==> src/rtl/dict_ram_arbiter.sv <==
// Dictionary RAM arbiter: shares one single-port RAM between the LZW core (port 0) and the
// host port (port 1) round-robin, and sweeps hash entries invalid on a dictionary clear.
module dict_ram_arbiter #(
    parameter int ADDR_WIDTH = 12,
    parameter int DATA_WIDTH = 64,
    parameter int CLEAR_BASE = 256
) (
    input  logic                  clk,
    input  logic                  rst,
    input  logic                  r0_req,
    input  logic                  r0_we,
    input  logic                  r0_lock,
    input  logic [ADDR_WIDTH-1:0] r0_addr,
    input  logic [DATA_WIDTH-1:0] r0_wdata,
    output logic                  r0_gnt,
    output logic                  r0_rvalid,
    output logic [DATA_WIDTH-1:0] r0_rdata,
    output logic                  r0_rhit,
    input  logic                  r1_req,
    input  logic                  r1_we,
    input  logic [ADDR_WIDTH-1:0] r1_addr,
    input  logic [DATA_WIDTH-1:0] r1_wdata,
    output logic                  r1_gnt,
    output logic                  r1_rvalid,
    output logic [DATA_WIDTH-1:0] r1_rdata,
    output logic                  r1_rhit,
    input  logic                  clear_start,
    output logic                  clear_busy,
    output logic                  clear_done,
    output logic                  ram_cs,
    output logic                  ram_we,
    output logic                  ram_clr,
    output logic [ADDR_WIDTH-1:0] ram_addr,
    output logic [DATA_WIDTH-1:0] ram_data_in,
    input  logic [DATA_WIDTH-1:0] ram_data_out,
    input  logic                  ram_valid
);

    localparam logic [1:0] ST_IDLE  = 2'd0;
    localparam logic [1:0] ST_SERVE = 2'd1;
    localparam logic [1:0] ST_CLEAR = 2'd2;

    // Sweep counter is one bit wider than the address so the top entry is written before it stops.
    localparam logic [ADDR_WIDTH:0] CLR_FIRST = (ADDR_WIDTH+1)'(CLEAR_BASE);
    localparam logic [ADDR_WIDTH:0] CLR_TERM  = {1'b1, {ADDR_WIDTH{1'b0}}};
    localparam logic [ADDR_WIDTH:0] CLR_ONE   = {{ADDR_WIDTH{1'b0}}, 1'b1};

    logic [1:0]            state_reg, state_next;
    logic                  rr_ptr_reg;
    logic [ADDR_WIDTH:0]   clr_cnt_reg;
    logic                  r0_gnt_reg, r1_gnt_reg;
    logic                  r0_rvalid_reg, r1_rvalid_reg;
    logic                  ram_cs_reg, ram_we_reg, ram_clr_reg;
    logic [ADDR_WIDTH-1:0] ram_addr_reg;
    logic [DATA_WIDTH-1:0] ram_data_in_reg;
    logic                  clear_busy_reg, clear_done_reg;

    logic arb_open, lock_hold, grant0, grant1;

    // rr_ptr_reg is the port favoured on a tie; it is 1 exactly when port 0 was granted last.
    always_comb begin
        arb_open  = (state_reg != ST_CLEAR) && !clear_start;
        lock_hold = r0_lock && rr_ptr_reg;
        grant0    = 1'b0;
        grant1    = 1'b0;
        if (arb_open) begin
            if (r0_req && r1_req && !lock_hold) begin
                grant0 = !rr_ptr_reg;
                grant1 = rr_ptr_reg;
            end else if (r0_req) begin
                grant0 = 1'b1;
            end else if (r1_req && !lock_hold) begin
                grant1 = 1'b1;
            end
        end
    end

    always_comb begin
        state_next = state_reg;
        case (state_reg)
            ST_CLEAR: begin
                if (clr_cnt_reg == CLR_TERM) begin
                    state_next = ST_IDLE;
                end
            end
            default: begin
                if (clear_start) begin
                    state_next = ST_CLEAR;
                end else if (grant0 || grant1) begin
                    state_next = ST_SERVE;
                end else begin
                    state_next = ST_IDLE;
                end
            end
        endcase
    end

    always_ff @(posedge clk or negedge rst) begin
        if (!rst) begin
            state_reg       <= ST_IDLE;
            rr_ptr_reg      <= 1'b0;
            clr_cnt_reg     <= CLR_FIRST;
            r0_gnt_reg      <= 1'b0;
            r1_gnt_reg      <= 1'b0;
            r0_rvalid_reg   <= 1'b0;
            r1_rvalid_reg   <= 1'b0;
            ram_cs_reg      <= 1'b0;
            ram_we_reg      <= 1'b0;
            ram_clr_reg     <= 1'b0;
            ram_addr_reg    <= '0;
            ram_data_in_reg <= '0;
            clear_busy_reg  <= 1'b0;
            clear_done_reg  <= 1'b0;
        end else begin
            state_reg      <= state_next;
            r0_gnt_reg     <= grant0;
            r1_gnt_reg     <= grant1;
            // The owner tag is simply last cycle's grant; RAM data lands one cycle after the command.
            r0_rvalid_reg  <= r0_gnt_reg && !ram_we_reg;
            r1_rvalid_reg  <= r1_gnt_reg && !ram_we_reg;
            clear_done_reg <= 1'b0;
            if (grant0 || grant1) begin
                rr_ptr_reg <= grant0;
            end
            if (state_reg == ST_CLEAR) begin
                ram_we_reg <= 1'b0;
                if (clr_cnt_reg == CLR_TERM) begin
                    ram_cs_reg     <= 1'b0;
                    ram_clr_reg    <= 1'b0;
                    clear_busy_reg <= 1'b0;
                    clear_done_reg <= 1'b1;
                    clr_cnt_reg    <= CLR_FIRST;
                end else begin
                    ram_cs_reg   <= 1'b1;
                    ram_clr_reg  <= 1'b1;
                    ram_addr_reg <= clr_cnt_reg[ADDR_WIDTH-1:0];
                    clr_cnt_reg  <= clr_cnt_reg + CLR_ONE;
                end
            end else if (clear_start) begin
                ram_cs_reg     <= 1'b1;
                ram_clr_reg    <= 1'b1;
                ram_we_reg     <= 1'b0;
                ram_addr_reg   <= CLR_FIRST[ADDR_WIDTH-1:0];
                clr_cnt_reg    <= CLR_FIRST + CLR_ONE;
                clear_busy_reg <= 1'b1;
            end else begin
                ram_cs_reg      <= grant0 || grant1;
                ram_clr_reg     <= 1'b0;
                ram_we_reg      <= (grant0 && r0_we) || (grant1 && r1_we);
                ram_addr_reg    <= grant1 ? r1_addr : r0_addr;
                ram_data_in_reg <= grant1 ? r1_wdata : r0_wdata;
            end
        end
    end

    assign r0_gnt      = r0_gnt_reg;
    assign r1_gnt      = r1_gnt_reg;
    assign r0_rvalid   = r0_rvalid_reg;
    assign r1_rvalid   = r1_rvalid_reg;
    assign r0_rdata    = r0_rvalid_reg ? ram_data_out : '0;
    assign r1_rdata    = r1_rvalid_reg ? ram_data_out : '0;
    assign r0_rhit     = r0_rvalid_reg && ram_valid;
    assign r1_rhit     = r1_rvalid_reg && ram_valid;
    assign clear_busy  = clear_busy_reg;
    assign clear_done  = clear_done_reg;
    assign ram_cs      = ram_cs_reg;
    assign ram_we      = ram_we_reg;
    assign ram_clr     = ram_clr_reg;
    assign ram_addr    = ram_addr_reg;
    assign ram_data_in = ram_data_in_reg;

endmodule

==> config.mk <==
export PLATFORM = sky130hd
export DESIGN_NAME = dict_ram_arbiter
export DESIGN_NICKNAME = d
export VERILOG_FILES = /design/src/rtl/dict_ram_arbiter.sv
export SDC_FILE = /design/constraint.sdc
export NUM_CORES = 1
export LEC_CHECK = 0
export CELL_PAD_IN_SITES_DETAIL_PLACEMENT = 1
export CELL_PAD_IN_SITES_GLOBAL_PLACEMENT = 1
export CORE_AREA = 2 2 172 174
export DETAILED_ROUTE_END_ITERATION = 12
export DIE_AREA = 0 0 174 176
export GPL_TIMING_DRIVEN = 0
export MAX_ROUTING_LAYER = met4
export PLACE_DENSITY = 0.68
export SYNTH_ARGS = -nofsm -noshare
export SYNTH_HDL_FRONTEND = slang
export SYNTH_SLANG_ARGS = --single-unit
export TNS_END_PERCENT = 30
==> constraint.sdc <==
create_clock -name clk -period 2.17 [get_ports clk]
set_input_delay 0.217 -clock clk [delete_from_list [all_inputs] [get_ports clk]]
set_output_delay 0.217 -clock clk [all_outputs]
set_load 0.02 [all_outputs]
==> summary.txt <==
Synth area leader - dfrtp_1
CP endpoint kind - register
area delta synth->final - 97.5%
CTS H-tree depth - 3
Reg power frac - 34.0%
status - completed
clk sinks - 101
number of vias in the routed layout - 6,698
Most used DFF post-synth - dfrtp_1
XOR/XNOR share of the synthesized area - 0%
Final HPWL DP - 26.2 mm
hold path cells - 3
layout cell share with drive strength beyond 1 - 6.97%
post-synthesis compound-gate area fraction - 13.9%
switching portion of total power - 39.4%
first-pass GRT wire length - 45.0 mm
Place WS - -1.07 ns
die height - 176 um
post-route worst setup slack - 0.0819 ns
clock latency on the worst-skew pair - 0.36 ns
Max Root-Sink Buffers - 2
Wirelength per Cell - 20.9 um
TritonRoute pass-1 iters - 4
DRT iter0 DRCs - 208
PD cells - 851 mW/mm2
kind of critical path - reg2reg
Comb power frac - 48.8%
Simple-Gate Fraction of Synth Area - 33.7%
crit path max fanout - 10
global router's overall resource usage - 20.5%
Clk pwr share - 17.2%
final WL - 31.9 mm
number of global-route vias before repair - 7,067
Slew Limit Headroom - 53.8%
Final Critical Period - 2.09 ns
startpoint types - register
GRT Residual Overflow - 0
number of synthesized flops with an enable pin - 0
unrepaired setup endpoints after global routing - false
max-cap viol count - 0
Clock Tree Root - clkbuf_16
Ys Warns - 0
Distinct cells, synth - 46
DRC - 0
Avg Cell Area, Syn - 8.27 um2
post-synthesis adder-cell area fraction - 0.450%
max reg flops - 64
Final Cycle Share - 96.2%
ranking of synthesized cells by area - dfrtp_1 45%, and2_1 15%, nand2_1 9.0%
crit-path cells - nand2b_1 > nand2_1 > clkbuf_2 > mux2i_1 > o21ai_0
most frequent cell after synthesis - nand2_1
Yosys top cell area share - 45.0%
sequential element share of the synthesized area - 45.4%
post-synthesis mux area share - 2.16%
Slowest-stage cell, CP - mux2i_1
core area - 0.0285 mm2
syn_nets - 900
CTS Buf Count - 9
static power due to leakage - 5.63 nW
Psw - 3.69 mW
Synth Cell Area - 0.00556 mm2
largest net degree at the start of global routing - 53
largest family of logic cells by synthesized area - simple AND/OR/NAND/NOR gates
Max Clk Rate - 479 MHz
final-stage net count - 1,356
fin. max-slew vios - 0
Worst Clk Skew - 0.0178 ns
row count - 62
Cells after Synth - 673
setup violators final - 0
most instantiated cells after synthesis - 133 x nand2_1, 132 x and2_1, 100 x dfrtp_1
I/O pin count - 440
Seq cells post-synth - 101
GP Congestion - 0.968
Critical Path RT - 2.38 ns
Routed Antenna Nets - 0
cell internal pwr - 5.66 mW
Worst VDD drop - 0.000479 V
initial antenna violation count - 10
drt via density - 4.38
Final Hold Fails - 0
critical path data arrival time - 2.30 ns
largest incremental delay on the critical path - 0.46 ns
Initial Utilization - 19.5%
IO Port Bufs - 439
ys async rst share - 100%
Worst Max-Slew Pin Slew - 0.693 ns
die area - 0.0306 mm2
Hold Path Class - in2reg
cells on worst reg2reg path - 5
CTS tree - yes
Worst-path clk slew - 0.09 ns
final setup TNS - 0 ns
Die Span X - 174 um
## what timing repair did
item	CTS	global route
pin swaps	2	2
setup buffers	0	4
endpoints found under the hold margin	48	0
hold buffers	1	0
resized for setup	95	74
endpoints found under the setup margin	198	111
cloned	0	0
## cell usage in the layout (no fill, tap or decap), drive strengths merged, types with 6 or more instances in the layout
cell type      netlist  routed
diode                0      10
a31oi               64      64
clkbuf              51      59
nor2                75      75
and2               132     132
inv                  9      10
o21ai               20      20
buf                  2      10
nand2              133     133
dfrtp              100     100
a21oi                6       6
a22oi               11      11
dlymetal6s2s         0      51
mux2i               12      12
clkdlybuf4s50        0     338
nand3                6       6
dlygate4sd2          0      49
## metrics by stage
step | total power [mW] | utilization, % | std cells | area [um2] | hold slack [ns]
3_5_place_dp | 7.79 | 36.7 | 1497 | 10500 | 0.312
5_1_grt | 9.94 | 38.5 | 1528 | 11000 | 0.421
3_3_place_gp | 7.70 | 36.6 | 1496 | 10400 | 0.481
6_report | 9.35 | 38.5 | 1528 | 11000 | 0.421
4_1_cts | 9.47 | 37.7 | 1514 | 10800 | 0.407
2_1_floorplan | 5.27 | - | 673 | 5560 | -0.0786
## cells by family (layout without fill, tap and decap cells)
family | after synthesis | in the layout
buffers and inverters | 62 | 523
DFF | 101 | 101
muxes | 12 | 12
AOI/OAI and AO/OA | 120 | 120
adders and majority gates | 2 | 2
and+or+nand+nor | 376 | 376
other | 0 | 10
## worst paths after layout
check                                        from                     endpoint  slack [ns]
max in group asynchronous                     rst  ram_data_in[35]$_DFFE_PN0N_        0.99
max                        rr_ptr_reg$_DFFE_PN0P_      ram_addr[5]$_DFFE_PN0N_        0.08
min                                  r1_wdata[17]  ram_data_in[17]$_DFFE_PN0N_        0.42
max reg2reg                rr_ptr_reg$_DFFE_PN0P_      ram_addr[5]$_DFFE_PN0N_        0.08
min in group asynchronous                     rst  ram_data_in[14]$_DFFE_PN0N_        0.43
min reg2reg                      r1_gnt$_DFF_PN0_          r1_rvalid$_DFF_PN0_        0.51
## layer usage
metal / vias up / global-route usage (%) / share of wire [%]
met2: 291 / 37.7 / 54
met3: 32 / 6.40 / 8.0
met4: 0 / 8.65 / 2.9
met5: - / - / 0
met1: 3200 / 19.9 / 35
li1: 3175 / - / -
## area by class of cell
type | instances | area (um2)
Inverter | 9 | 33.8
Clock buffer | 10 | 229
Sequential cell | 101 | 2530
Fill cell | 3466 | 17600
Buffer | 53 | 278
Antenna cell | 10 | 25.0
Multi-Input combinational cell | 510 | 2830
Tap cell | 384 | 480
Clock inverter | 6 | 58.8
Timing Repair Buffer | 445 | 4530
## power by group through the flow
stage | combinational [mW] | clock (mW) | sequential, mW
floorplan | 1.30 | 0 | 3.97
global placement | 4.53 | 0 | 3.17
detailed placement | 4.59 | 0 | 3.20
CTS | 4.62 | 1.67 | 3.19
global route | 4.92 | 1.73 | 3.29
finish | 4.56 | 1.61 | 3.18
## critical path: cells and delay by family (launching register included)
family,cells,cell delay [ns]
buf+inv,1,0.42
compound gates,1,0.17
mux,1,0.46
simple gates,2,0.44
flops,1,0.43
Note: power is estimated with default switching activity, not from simulation.
